==> src/rtl/cc_pkg.sv <==
// Shared types and constants for the cc_loader front-end.
package cc_pkg;

    localparam int unsigned DATA_W    = 4;
    localparam int unsigned OPT_W     = 3;
    localparam int unsigned N_SAMPLES = 4;

    // One assembled frame: opcode plus four samples in arrival order.
    typedef struct packed {
        logic [OPT_W-1:0]  opt;
        logic [DATA_W-1:0] n0;
        logic [DATA_W-1:0] n1;
        logic [DATA_W-1:0] n2;
        logic [DATA_W-1:0] n3;
    } frame_t;

    // Slot currently waiting to be filled.
    typedef enum logic [1:0] {
        FILL0 = 2'd0,
        FILL1 = 2'd1,
        FILL2 = 2'd2,
        FILL3 = 2'd3
    } fill_state_e;

    // Slot that follows s after a transfer; FILL3 wraps back to FILL0.
    function automatic fill_state_e next_fill(input fill_state_e s);
        unique case (s)
            FILL0:   return FILL1;
            FILL1:   return FILL2;
            FILL2:   return FILL3;
            default: return FILL0;
        endcase
    endfunction

endpackage

==> src/rtl/cc_frame_fifo.sv <==
// DEPTH-entry FIFO of frame_t. Head entry is always visible on o_head.
// The caller may push while full only if it pops in the same cycle.
module cc_frame_fifo
    import cc_pkg::*;
#(
    parameter int unsigned DEPTH = 2
) (
    input  logic   clk,
    input  logic   rst,
    input  logic   i_push,
    input  frame_t i_data,
    input  logic   i_pop,
    output frame_t o_head,
    output logic   o_full,
    output logic   o_empty
);

    localparam int unsigned PTR_W = $clog2(DEPTH);
    localparam int unsigned CNT_W = PTR_W + 1;

    frame_t             r_mem [DEPTH];
    logic [PTR_W-1:0]   r_wr_ptr;
    logic [PTR_W-1:0]   r_rd_ptr;
    logic [CNT_W-1:0]   r_count;
    logic [CNT_W-1:0]   w_count_d;

    // Occupancy: push and pop together leave the count unchanged, even when full.
    always_comb begin
        w_count_d = r_count;
        unique case ({i_push, i_pop})
            2'b10:   w_count_d = r_count + CNT_W'(1);
            2'b01:   w_count_d = r_count - CNT_W'(1);
            default: w_count_d = r_count;
        endcase
    end

    // Pointer and count registers; pointers wrap naturally since DEPTH is a power of two.
    always_ff @(posedge clk or posedge rst) begin
        if (rst) begin
            r_wr_ptr <= '0;
            r_rd_ptr <= '0;
            r_count  <= '0;
        end else begin
            if (i_push) r_wr_ptr <= r_wr_ptr + PTR_W'(1);
            if (i_pop)  r_rd_ptr <= r_rd_ptr + PTR_W'(1);
            r_count <= w_count_d;
        end
    end

    // Frame storage, cleared on reset so an empty head reads as all zeros.
    always_ff @(posedge clk or posedge rst) begin
        if (rst) begin
            for (int i = 0; i < int'(DEPTH); i++) r_mem[i] <= '0;
        end else if (i_push) begin
            r_mem[r_wr_ptr] <= i_data;
        end
    end

    assign o_head  = r_mem[r_rd_ptr];
    assign o_full  = (r_count == CNT_W'(DEPTH));
    assign o_empty = (r_count == '0);

endmodule

==> src/rtl/cc_loader.sv <==
// Serial sample loader: assembles four 4-bit samples plus an opcode into a
// frame, queues frames in cc_frame_fifo and presents the head frame downstream.
// Optional partial-frame timeout is enabled by defining CC_LOADER_TIMEOUT_EN.
module cc_loader
    import cc_pkg::*;
#(
    parameter int unsigned DEPTH   = 2,
    parameter int unsigned TIMEOUT = 15
) (
    input  logic              clk,
    input  logic              rst,
    input  logic              in_valid,
    output logic              in_ready,
    input  logic [DATA_W-1:0] in_data,
    input  logic [OPT_W-1:0]  in_opt,
    output logic              frm_valid,
    input  logic              frm_ready,
    output logic [DATA_W-1:0] frm_n0,
    output logic [DATA_W-1:0] frm_n1,
    output logic [DATA_W-1:0] frm_n2,
    output logic [DATA_W-1:0] frm_n3,
    output logic [OPT_W-1:0]  frm_opt,
    output logic              err
);

    // Parameter sanity, caught at elaboration.
    if (DEPTH < 2 || (DEPTH & (DEPTH - 1)) != 0) begin : g_bad_depth
        $error("cc_loader: DEPTH must be a power of two >= 2");
    end
    if (TIMEOUT < 1) begin : g_bad_timeout
        $error("cc_loader: TIMEOUT must be >= 1");
    end

    fill_state_e       r_state;
    fill_state_e       w_state_d;
    logic [OPT_W-1:0]  r_opt;
    logic [DATA_W-1:0] r_slot0;
    logic [DATA_W-1:0] r_slot1;
    logic [DATA_W-1:0] r_slot2;

    logic   w_xfer;
    logic   w_push;
    logic   w_pop;
    logic   w_full;
    logic   w_empty;
    logic   w_expire;
    frame_t w_frame;
    frame_t w_head;

    // Samples are opaque bit patterns here; sign handling belongs downstream.
    // frm_ready feeds in_ready combinationally so a full FIFO can push and pop at once.
    assign in_ready  = (r_state != FILL3) || !w_full || frm_ready;
    assign w_xfer    = in_valid && in_ready;
    assign w_push    = w_xfer && (r_state == FILL3);
    assign frm_valid = !w_empty;
    assign w_pop     = frm_valid && frm_ready;

    // Frame being pushed: captured slots plus the sample arriving this cycle.
    always_comb begin
        w_frame     = '0;
        w_frame.opt = r_opt;
        w_frame.n0  = r_slot0;
        w_frame.n1  = r_slot1;
        w_frame.n2  = r_slot2;
        w_frame.n3  = in_data;
    end

`ifdef CC_LOADER_TIMEOUT_EN
    localparam int unsigned IDLE_W = $clog2(TIMEOUT + 1);

    logic [IDLE_W-1:0] r_idle;
    logic              r_err;

    // Expiry fires on the edge where the idle count would reach TIMEOUT; a transfer wins.
    assign w_expire = (r_state != FILL0) && !w_xfer && (r_idle == IDLE_W'(TIMEOUT - 1));

    // Idle counter: runs only while a partial frame is waiting.
    always_ff @(posedge clk or posedge rst) begin
        if (rst) begin
            r_idle <= '0;
        end else if (w_xfer || (r_state == FILL0) || w_expire) begin
            r_idle <= '0;
        end else begin
            r_idle <= r_idle + IDLE_W'(1);
        end
    end

    // One-cycle drop indication.
    always_ff @(posedge clk or posedge rst) begin
        if (rst) r_err <= 1'b0;
        else     r_err <= w_expire;
    end

    assign err = r_err;
`else
    assign w_expire = 1'b0;
    assign err      = 1'b0;
`endif

    // Assembly FSM next state: advance on transfer, fall back to FILL0 on timeout.
    always_comb begin
        w_state_d = r_state;
        if (w_xfer) begin
            w_state_d = next_fill(r_state);
        end else if (w_expire) begin
            w_state_d = FILL0;
        end
    end

    // Assembly FSM state register.
    always_ff @(posedge clk or posedge rst) begin
        if (rst) r_state <= FILL0;
        else     r_state <= w_state_d;
    end

    // Slot capture; opcode is taken only with the first sample of a frame.
    always_ff @(posedge clk or posedge rst) begin
        if (rst) begin
            r_opt   <= '0;
            r_slot0 <= '0;
            r_slot1 <= '0;
            r_slot2 <= '0;
        end else if (w_xfer) begin
            unique case (r_state)
                FILL0: begin
                    r_opt   <= in_opt;
                    r_slot0 <= in_data;
                end
                FILL1:   r_slot1 <= in_data;
                FILL2:   r_slot2 <= in_data;
                default: ;
            endcase
        end else if (w_expire) begin
            r_opt   <= '0;
            r_slot0 <= '0;
            r_slot1 <= '0;
            r_slot2 <= '0;
        end
    end

    cc_frame_fifo #(
        .DEPTH (DEPTH)
    ) u_fifo (
        .clk     (clk),
        .rst     (rst),
        .i_push  (w_push),
        .i_data  (w_frame),
        .i_pop   (w_pop),
        .o_head  (w_head),
        .o_full  (w_full),
        .o_empty (w_empty)
    );

    assign frm_n0  = w_head.n0;
    assign frm_n1  = w_head.n1;
    assign frm_n2  = w_head.n2;
    assign frm_n3  = w_head.n3;
    assign frm_opt = w_head.opt;

endmodule

==> config.mk <==
export PLATFORM = sky130hd
export DESIGN_NAME = cc_loader
export DESIGN_NICKNAME = d
export VERILOG_FILES = /design/src/rtl/cc_pkg.sv /design/src/rtl/cc_frame_fifo.sv /design/src/rtl/cc_loader.sv
export SDC_FILE = /design/constraint.sdc
export NUM_CORES = 1
export LEC_CHECK = 0
export ABC_AREA = 0
export CAP_MARGIN = 20
export CORE_UTILIZATION = 40
export CTS_CLUSTER_SIZE = 16
export DETAILED_ROUTE_END_ITERATION = 8
export SKIP_CTS_REPAIR_TIMING = 1
export SYNTH_ARGS = -nofsm -noshare
export SYNTH_HDL_FRONTEND = slang
export SYNTH_SLANG_ARGS = --single-unit
==> constraint.sdc <==
create_clock -name clk -period 2.25 [get_ports clk]
set_input_delay 0.45 -clock clk [delete_from_list [all_inputs] [get_ports clk]]
set_output_delay 0.45 -clock clk [all_outputs]
set_load 0.02 [all_outputs]
== Word level (Yosys, flattened, before mapping) ==
Index checks and enable logic that the tools add are counted.
Widths: inputs -> output; s select.
Storage, ports and cells
  output and inout bits: 22
  memories kept: 0
  memory bits (writable): 0
  flip-flop bits (word level): 59
  bits in latches: 0
  bits in read-only memories: 0
Cells by class
  shift operators: 0
  mux-type cells: 8
  $mul: 0
  eq/ne operators: 7
  bitwise operators: 2
  $lt $le $gt $ge: 3
  add/sub/neg operators: 4
  reduce and logical (&&, ||, !) cells: 14
  divide/modulo/power cells: 0
Operators with widths (number)
  $mux 19: 4
  $bwmux 38: 1
  $demux 19 s1: 1
  $eq 2x2->1 const B: 4
  $pmux 2 s3: 1
  $reduce_and 2->1: 3
  $eq 2x1->1 const B: 2
  $ge 2x2->1 const B: 2
  $logic_and 1x1->1: 4
  $logic_not 2->1: 2
  $not 1->2: 2
  $pmux 2 s2: 1
  $add 1x1->1 const B: 2
  $add 2x1->2 const B: 1
  $logic_not 1->1: 2
  $logic_or 1x1->1: 2
  $lt 2x1->1 const B: 1
  $ne 2x2->1 const B: 1
  $reduce_bool 2->1: 1
  $sub 2x1->2 const B: 1

== Depth between registers and ports, before layout ==
Gate-level depths: netlist of run 1.
  depth after elaboration: 8
  gate-level depth with buffers: 7

== Hierarchy ==
From an unflattened synthesis of run 1, not the netlist that was laid out.
Second synthesis, totals
  cells, all modules: 171
  area, all modules: 2718.9 um^2
By module, submodules not included
  cc_frame_fifo: area an instance 1871.8 um^2, instances 1, cells each 116
  cc_loader: area an instance 847.1 um^2, instances 1, cells each 55

== Least setup slack after synthesis of run 1 ==
OpenSTA, ideal clock, no wires.
  path type: register to register
  start: register r_state[1]
  end: register u_fifo.r_mem[23] in the netlist's numbering
  cell stages (with the launch flop): 6
  arrival: 1.542 ns
  slack: 0.584 ns
  buffers on the path: 1
  path through: dfrtp_1 -> ha_1 -> nand2_1 -> nor3_4 -> buf_6 -> mux2_2
On the way
  cells in the longest elaborated chain, start to end: 5
  elaborated cells between the ends (all ways): 6
  classes of those cells: eq/ne: 2; reduce/logical: 4
RTL lines
  from (decl): RTL line cc_loader.sv:34  | fill_state_e r_state;
  from (signal assigned): RTL line cc_loader.sv:113  | else r_state <= w_state_d;
  $ne 2x2->1: RTL line cc_loader.sv:52  | assign in_ready = (r_state != FILL3) || !w_full || frm_ready;
  $logic_or 1x1->1 (2 in series): RTL line cc_loader.sv:52
  $logic_and 1x1->1: RTL line cc_loader.sv:53  | assign w_xfer = in_valid && in_ready;
  $logic_and 1x1->1 *: RTL line cc_loader.sv:54  | assign w_push = w_xfer && (r_state == FILL3);
  to (signal, indexed assignment): RTL line cc_frame_fifo.sv:55  | r_mem[r_wr_ptr] <= i_data;
  to (decl): RTL line cc_frame_fifo.sv:21  | frame_t r_mem [DEPTH];
Every way passes the cells marked *; elsewhere a longest branch is shown, timed or not.
A chain may end at the register's enable or synchronous reset.

== Final worst setup path of run 1 ==
  start: register u_fifo.r_count[0]
  end: output frm_valid
On the way
  cells in the longest elaborated chain, start to end: 2
RTL lines
  from (decl): RTL line cc_frame_fifo.sv:24  | logic [CNT_W-1:0] r_count;
  from (signal assigned): RTL line cc_frame_fifo.sv:46  | r_count <= w_count_d;
  $logic_not 2->1: RTL line cc_frame_fifo.sv:61  | assign o_empty = (r_count == '0);
  $logic_not 1->1: RTL line cc_loader.sv:55  | assign frm_valid = !w_empty;
  to (decl): RTL line cc_loader.sv:16  | output logic frm_valid,
Every way passes these cells.

==> impl_results.md, run 1 <==
- Synthesized area per cell: 15.7 um2
- Net Sw Frac: 0.334
- Initial antenna violation count: 0
- Largest net degree at the start of global routing: 37
- Routed len/inst: 16.8 um
- Max VDD drop: between 0.0007 and 0.0008 V
- CTS tree: built
- Count leader, synth: mux2_2
- First-pass GRT wire length: 8.31 mm
- Synth warn: 0
- Syn Nets: ~190
- Clock Sinks: about 60
- WS Path Type: flip-flop to output pin
- Commonest cells post-synth: mux2_2, dfrtp_1, mux2_4, ha_1, clkbuf_1
- Final clock skew: ~5.3 ps
- Post-route setup slack: 141 ps
- Pre-antenna DRT Iters: 3
- Worst slew pin tran: approximately 520 ps
- CP Capture Type: output pin
- Routed vias/inst: approximately 5.0
- Yosys top cell by area: dfrtp_1
- Clock share of power: 0.151
- Fraction of layout cells with a size suffix above 1: 0.481
- Psw: 1.67 mW
- Root buffer cell: clkbuf_8
- Core Region: approximately 6400 um2
- Slew HR: 0.654
- Die height: between 80 and 90 um
- Initial DRC Count: 34
- Total global-route track usage: 0.156
- Final Hold Vio Count: 0
- CTS Buffer Depth: 2
- Pre-CTS WS: roughly 67 ps
- Port bufs: 31
- Die width: approximately 84 um
- Starting Density: 0.417
- Power Density: 1510 nW/um2
- Post-synth ARST share: 1.00
- Seq/Total Area, Yosys: 0.554
- Slowest CP cell: clkdlybuf4s50_1
- Sequential power share: 0.392
- Row cnt: 29
- Max_cap viols: 0
- Crit path largest cell delay: approximately 540 ps
- Fin. max-slew vios: 0
- P_leak: around 1.6 nW
- IO Count: 33
- Num CTS Buffers: 9
- Most area-consuming cells after synthesis: dfrtp_1, mux2_2, mux2_4
- Hold Path Class: primary input to asynchronous set/reset pin
- Main synth FF type: dfrtp_1
- P_int: 3.34 mW
- FF+latch area: about 1500 um2
- Setup crit start kind: flip-flop
- Fin nets: 229
- Final Cycle Share: 0.937
- Synth Register Bits: 59
- Drt drc: 0
- Die ar.: about 7000 um2
- Gr ovfl total: 0
- Vias: about 1500
- Clock-pin slew on the worst setup and hold paths: around 60 ps
- Status: finished clean
- Area occupied by multi-input gates: 1110 um2
- Layout fillers: 547
- Dpl hpwl: roughly 3.5 mm
- Max frequency: roughly 470 MHz
- Worst-path cell chain: or2_2 -> clkdlybuf4s50_1
- Clk Latency, worst-skew pair: ~320 ps
- Area Overhead vs Synth: 24.9%
- H-tree depth: 3
- Syn Std Cell Area: roughly 2700 um2
- Placed Cells: 279
- Req. time, crit path: roughly 1800 ps
- Post-synth EDFFs: 0
- RSZ-0062 raised after global routing: no
- Routability Congestion: 0.728
- Fin crit period: around 2100 ps
- Final wirelength: roughly 4.9 mm
- Final setup fails: 0
- Diodes inserted: 0
- Distinct cells, synth: 24
- Final Non-Filler Cells: 293
- Vias in the first global route: between 1500 and 2000
- Synth Instances: 170
- Routed Antenna Nets: 0
- Yosys top cell area share: 0.554
- Logic gate share of total power: 0.458
- Crit path DAT: between 1500 and 2000 ps
- Max FO, Critical Path: 5
==> routing by layer <==
metal	global-route usage	vias to the layer above	routed length, um
li1	-	677	-
met5	0	-	0
met4	0.0817	0	104
met3	0.0336	9	125
met2	0.250	25	2460
met1	0.197	763	2240
==> cells in the final DEF, fill, tap and decap left out, drive strengths merged, types with 4 or more instances in the layout <==
cell type / Yosys / routed
clkdlybuf4s50: 0 / 12
buf: 5 / 10
clkinv: 0 / 4
dfrtp: 59 / 59
clkbuf: 4 / 10
dlymetal6s2s: 0 / 19
ha: 5 / 5
mux2: 73 / 73
==> layout make-up <==
class	instances	area share
multi-input cells	99	0.334
clock buffers	10	0.0384
inverters	3	0.00338
repair buffers	41	0.145
flip-flops and latches	59	0.444
clock inverters	4	0.00602
well taps	77	0.0290
==> cells by family after synthesis <==
family	after synthesis	share of synthesized area
buffers and inverters	12	0.0305
adders and majority gates	5	0.0235
muxes	74	0.326
DFF	59	0.554
and+or+nand+nor	13	0.0446
xor gates and xnor gates	5	0.0164
AOI/OAI and AO/OA	1	0.00282
other	1	0.00141
==> registers in the layout, indices dropped and copies added (netlist names) <==
| register | flops |
|---|---|
| u_fifo.r_mem | 38 |
| r_slot0 | 4 |
| r_slot1 | 4 |
| r_slot2 | 4 |
| r_opt | 3 |
| r_state | 2 |
| u_fifo.r_count | 2 |
| u_fifo.r_rd_ptr | 1 |
| u_fifo.r_wr_ptr | 1 |
==> power by group through the flow <==
stage	combinational, mW	sequential, mW	clock, mW
final	2.29	1.96	0.754
after global routing	2.47	2.04	0.824
after CTS	2.39	1.97	0.777
after detailed placement	2.38	1.97	0
after global placement	2.32	1.91	0
after floorplan	1.62	1.84	0
==> final timing paths <==
| path | start | to | slack (ps) | cells after the start |
|---|---|---|---|---|
| hold / removal | rst | r_opt[2]$_DFFE_PP0P_ | 480 | 2 |
| min in group clk | u_fifo.r_mem[23]$_DFFE_PP0P_ | u_fifo.r_mem[23]$_DFFE_PP0P_ | 500 | 1 |
| setup reg to reg | r_state[1]$_DFFE_PP0N_ | u_fifo.r_count[1]$_DFFE_PP0P_ | 410 | 6 |
| max in group asynchronous | rst | u_fifo.r_rd_ptr$_DFFE_PP0P_ | 1200 | 3 |
| hold reg to reg | u_fifo.r_mem[23]$_DFFE_PP0P_ | u_fifo.r_mem[23]$_DFFE_PP0P_ | 500 | 1 |
| setup / recovery | u_fifo.r_count[0]$_DFFE_PP0P_ | frm_valid | 140 | 2 |
==> per-stage QoR <==
step	setup TNS, ps	power, mW	instance area [um2]	utilization	hold WS [ps]
5_1_grt	0	5.33	3330	0.521	519
3_5_place_dp	0	4.35	3130	0.490	491
3_3_place_gp	0	4.23	3130	0.490	485
4_1_cts	-1810	5.13	3280	0.513	478
6_report	0	5.01	3330	0.521	476
2_1_floorplan	0	3.46	2660	-	475
==> worst max-delay path: cells and delay by family, from the launching register on <==
kind | cells | cell delay [ps]
buffers and inverters | 1 | 540
AND/OR/NAND/NOR | 1 | 330
flip-flops | 1 | 460
Power figures use the tool's default switching activity.
==> run 2: changes to the inputs <==
CORE_ASPECT_RATIO = 1.1   (was not set)
==> impl_results.md, run 2 (synthesis gave the netlist of run 1 again) <==
- Die width: 79.8 um (-4.5%)
- P_int: 3.51 mW (+5.2%)
- FF+latch area: 1480 um2 (about the same)
- Initial antenna violation count: 0 (unchanged)
- Drt drc: 0 (unchanged)
- Power Density: 1540 nW/um2 (+2.2%)
- Num CTS Buffers: 9 (unchanged)
- Port bufs: 31 (unchanged)
- Routability Congestion: 0.682 (-6.4%)
- Max_cap viols: 0 (unchanged)
- Max FFs per register: 38 (unchanged)
- Post-route design area: 3350 um2 (+0.83%)
- First-pass GRT wire length: 7.75 mm (-6.7%)
- WS Path Type: flip-flop to output pin
- Setup crit start kind: flip-flop
- Max VDD drop: 0.000605 V (-18%)
- Row cnt: 30 (+3.4%)
- Worst Setup SP: u_fifo.r_rd_ptr$_DFFE_PP0P_
- Final Cycle Share: 0.970 (+0.0321)
- Sequential power share: 0.374 (-0.018)
- Die ar.: 6990 um2 (about the same)
- Fin. max-slew vios: 0 (unchanged)
- RSZ-0062 raised after global routing: no
- Routed vias/inst: 4.91 (-2.3%)
- R2R Path End: u_fifo.r_count[1]$_DFFE_PP0P_
- Crit path DAT: 1730 ps (+70 ps)
- CTS tree: built
- Commonest cells after routing, fill and taps aside: mux2_2, dfrtp_1, dlymetal6s2s_1, clkdlybuf4s50_1, clkbuf_8
- CTS Buffer Depth: 2 (unchanged)
- Clock share of power: 0.184 (+0.033)
- Vias: 1445 (-2.0%)
- P_leak: 1.63 nW (-0.47%)
- Diodes inserted: 0 (unchanged)
- Placed Cells: 279 (unchanged)
- Die height: 87.6 um (+4.8%)
- Logic gate share of total power: 0.442 (-0.016)
- Area Overhead vs Synth: 25.9%
- Max frequency: 458 MHz (-3.3%)
- Register-to-register setup slack: 460 ps (+50 ps)
- Net Sw Frac: 0.320 (-0.0136)
- Dpl hpwl: 3.22 mm (-7.3%)
- R2r startpoint: r_state[1]$_DFFE_PP0N_
- CP Capture Type: output pin
- Final Non-Filler Cells: 294 (+0.34%)
- Initial DRC Count: 51 (+50%)
- Clock Sinks: 59 (unchanged)
- Psw: 1.66 mW (-1.1%)
- Fin crit period: 2180 ps (+72.2 ps)
- Status: finished clean
- Fin nets: 226 (-1.3%)
- CP endpoint: frm_n1[1]
- Vias in the first global route: 1514 (-6.9%)
- Final Hold Vio Count: 0 (unchanged)
- Final wirelength: 4.73 mm (-4.0%)
- R2R depth: 7 (+1)
- Layout fillers: 528 (-3.5%)
- Largest net degree at the start of global routing: 38 (+2.7%)
- Final setup fails: 0 (unchanged)
- IO Count: 33 (unchanged)
- Area occupied by multi-input gates: 1110 um2 (unchanged)
- H-tree depth: 3 (unchanged)
- Gr ovfl total: 0 (unchanged)
- Final clock skew: 4.62 ps (-0.729 ps)
- Final core occ: 0.532 (+0.0110)
- Biggest register: u_fifo.r_mem
- Routed Antenna Nets: 0 (unchanged)
- Root buffer cell: clkbuf_8
- Total global-route track usage: 0.156 (+0.000470)
- Req. time, crit path: 1800 ps (about the same)
- Max FO, Critical Path: 6 (+1)
- Pre-antenna DRT Iters: 6 (+3)
- Starting Density: 0.422 (+0.00530)
- Routed len/inst: 16.1 um (-4.3%)
- Cell Area, Placed: 3110 um2 (-0.60%)
- Clock-pin slew on the worst setup and hold paths: 60 ps (about the same)
- Core Region: 6310 um2 (-1.3%)
- Hold Path Class: primary input to asynchronous set/reset pin
- Commonest non-fill, non-tap cell in the layout: mux2_2
- Clk Latency, worst-skew pair: 330 ps (about the same)
- Fraction of layout cells with a size suffix above 1: 0.467 (-0.0142)
run 2: cell types whose count changed in the layout (fill, tap and decap cells not counted), sizes merged:
cell	before	now
clkdlybuf4s50	12	13
buf	10	7
bufinv	0	1
clkbuf	10	13
clkinv	4	1
dlymetal6s2s	19	18
run 2: metrics by stage:
| step | TNS, ps | worst slack, ps | power, mW | hold slack (ps) |
|---|---|---|---|---|
| detailed placement | 0 | 91.6 | 4.32 | 493 |
| floorplan | 0 | 344 | 3.46 | 475 |
| finish | 0 | 68.6 | 5.16 | 464 |
| global route | 0 | 2.82 | 5.49 | 513 |
| global placement | 0 | 94.0 | 4.21 | 484 |
| CTS | -660 | -67.6 | 5.29 | 464 |
run 2: how the worst min path moves through the flow:
stage	slack (ps)	from	cells past startpoint	end
final	460	rst	2	u_fifo.r_count[0]$_DFFE_PP0P_
after global routing	510	u_fifo.r_mem[22]$_DFFE_PP0P_	1	u_fifo.r_mem[22]$_DFFE_PP0P_
after CTS	460	rst	2	u_fifo.r_count[0]$_DFFE_PP0P_
after detailed placement	490	u_fifo.r_mem[13]$_DFFE_PP0P_	1	u_fifo.r_mem[13]$_DFFE_PP0P_
after global placement	480	u_fifo.r_mem[17]$_DFFE_PP0P_	1	u_fifo.r_mem[17]$_DFFE_PP0P_
after floorplan	470	u_fifo.r_mem[0]$_DFFE_PP0P_	1	u_fifo.r_mem[0]$_DFFE_PP0P_
run 2: area by class of cell:
class,count,area share
repair buffers,38,0.138
multi-input cells,99,0.331
flip-flops and latches,59,0.440
well taps,80,0.0298
clock buffers,13,0.0474
clock inverters,2,0.0104
inverters,3,0.00336
run 2: layer usage:
layer	vias up	wire length, um	global-route usage
met4	0	99	0.0877
met2	24	2360	0.247
met3	8	139	0.0406
met5	-	0	0
met1	736	2130	0.195
li1	677	-	-
run 2: critical path, cell delays in order, from the launching register on:
cell and delay, ps:
dfrtp_1 360, buf_4 170, mux2_2 340, clkdlybuf4s50_1 530
run 2: power by group through the flow:
stage	combinational [mW]	sequential [mW]	clock (mW)
6_report	2.28	1.93	0.949
5_1_grt	2.45	2.01	1.03
4_1_cts	2.37	1.94	0.979
3_5_place_dp	2.36	1.96	0
3_3_place_gp	2.30	1.91	0
2_1_floorplan	1.62	1.84	0
==> run 3: changes to the inputs <==
CORE_MARGIN = 3   (was not set)
==> impl_results.md, run 3 (synthesis gave the netlist of run 1 again) <==
- P_leak: 1.64 nW (+0.63%)
- Final core occ: 0.527 (-0.00456)
- Clock-pin slew on the worst setup and hold paths: 60 ps (about the same)
- Num CTS Buffers: 9 (unchanged)
- Layout fillers: 543 (+2.8%)
- CP Capture Type: output pin
- Max_cap viols: 0 (unchanged)
- M1 GR Usage: 0.181 (-0.0133)
- Final Non-Filler Cells: 294 (unchanged)
- Core Region: 6310 um2 (unchanged)
- Die ar.: 7680 um2 (+9.8%)
- Max frequency: 477 MHz (+4.1%)
- Starting Density: 0.422 (unchanged)
- Final clock skew: 6.68 ps (+2.07 ps)
- Clk Latency, worst-skew pair: 330 ps (about the same)
- Total global-route track usage: 0.143 (-0.0127)
- Routability Congestion: 0.785 (+15%)
- CTS tree: built
- Power Density: 1510 nW/um2 (-1.6%)
- Hold Path Class: primary input to asynchronous set/reset pin
- Initial DRC Count: 19 (-63%)
- Crit path DAT: 1650 ps (-80 ps)
- Status: finished clean
- Biggest register: u_fifo.r_mem
- Vias in the first global route: 1645 (+8.7%)
- Initial antenna violation count: 0 (unchanged)
- Fin nets: 226 (unchanged)
- Fin. max-slew vios: 0 (unchanged)
- Gr ovfl total: 0 (unchanged)
- Max FO, Critical Path: 4 (-2)
- Pre-antenna DRT Iters: 4 (-2)
- Drt drc: 0 (unchanged)
- Final setup fails: 0 (unchanged)
- Fin crit period: 2100 ps (-86.2 ps)
- Met2 Use GR: 0.225 (-0.0216)
- Routed vias/inst: 4.95 (+0.69%)
- Die height: 91.6 um (+4.6%)
- Largest net degree at the start of global routing: 60 (+58%)
- Routed len/inst: 16.9 um (+5.1%)
- Die width: 83.8 um (+5.0%)
- Commonest non-fill, non-tap cell in the layout: mux2_2
- Placed Cells: 279 (unchanged)
- Dpl hpwl: 3.25 mm (+1.1%)
- Row cnt: 30 (unchanged)
- Clock Sinks: 59 (unchanged)
- Area Overhead vs Synth: 24.8%
- GR peak layer: met2
- Req. time, crit path: 1800 ps (about the same)
- Final wirelength: 4.97 mm (+5.1%)
- Max VDD drop: 0.000669 V (+11%)
- Final Cycle Share: 0.931 (-0.0383)
- Setup crit start kind: flip-flop
- Routed Antenna Nets: 0 (unchanged)
- Final Hold Vio Count: 0 (unchanged)
- First-pass GRT wire length: 8.45 mm (+9.1%)
- WS Path Type: flip-flop to output pin
- Diodes inserted: 0 (unchanged)
- CTS Buffer Depth: 2 (unchanged)
- Commonest cells after routing, fill and taps aside: mux2_2, dfrtp_1, dlymetal6s2s_1, clkdlybuf4s50_1
- Met3 usage: 0.0436 (+0.00293)
- Max FFs per register: 38 (unchanged)
- Fraction of layout cells with a size suffix above 1: 0.467 (unchanged)
- Power Total: 5.04 mW (-2.5%)
- Port bufs: 31 (unchanged)
- Root buffer cell: clkbuf_8
- IO Count: 33 (unchanged)
- H-tree depth: 3 (unchanged)
- Vias: 1455 (+0.69%)
- RSZ-0062 raised after global routing: no
run 3: cell types whose count changed in the layout (fill, tap and decap cells not counted), sizes merged:
cell	previous run	this run
clkdlybuf4s50	13	11
dlymetal6s2s	18	20
clkbuf	13	12
clkinv	1	3
bufinv	1	0
run 3: critical path: stages (launching register included):
cell and delay (ps):
dfrtp_1 450, or2_2 330, clkdlybuf4s50_1 540
run 3: worst paths after layout:
kind                       slack, ps  cells past startpoint                          start                             to
max                              150                      2  u_fifo.r_count[1]$_DFFE_PP0P_                      frm_valid
min                              480                      3                            rst           r_opt[1]$_DFFE_PP0P_
max reg2reg                      430                      6         r_state[1]$_DFFE_PP0N_  u_fifo.r_count[1]$_DFFE_PP0P_
min reg2reg                      500                      1   u_fifo.r_mem[35]$_DFFE_PP0P_   u_fifo.r_mem[35]$_DFFE_PP0P_
max in group asynchronous       1490                      3                            rst    u_fifo.r_mem[7]$_DFFE_PP0P_
min in group clk                 500                      1   u_fifo.r_mem[35]$_DFFE_PP0P_   u_fifo.r_mem[35]$_DFFE_PP0P_
run 3: where the power goes:
group / leakage, nW / total [mW] / internal, mW / switching (mW)
sequential: 0.712 / 1.94 / 1.60 / 0.339
clock: 0.0860 / 0.807 / 0.418 / 0.389
combinational: 0.838 / 2.29 / 1.34 / 0.948
total: 1.64 / 5.04 / 3.36 / 1.68
run 3: area by class of cell:
type,count,area (um2),share of cell area
clock buffer,12,145,0.0436
clock inverter,3,15.0,0.00451
inverter,3,11.3,0.00339
multi-input combinational,99,1110,0.334
sequential,59,1480,0.444
tap,80,100,0.0301
timing repair buffer,38,467,0.140
run 3: metrics by stage:
stage | setup WS, ps | hold WS (ps) | instance area (um2) | setup TNS, ps
2_1_floorplan | 344 | 475 | 2660 | 0
5_1_grt | 92.4 | 521 | 3330 | 0
3_5_place_dp | 80.6 | 491 | 3110 | 0
6_report | 155 | 481 | 3330 | 0
3_3_place_gp | 90.5 | 484 | 3110 | 0
4_1_cts | -56.2 | 497 | 3270 | -526
run 3: routing by layer:
metal  share of wire  wire length, um
met1            0.45             2220
met2            0.49             2430
met3           0.043              214
met4           0.020              100
met5               0                0
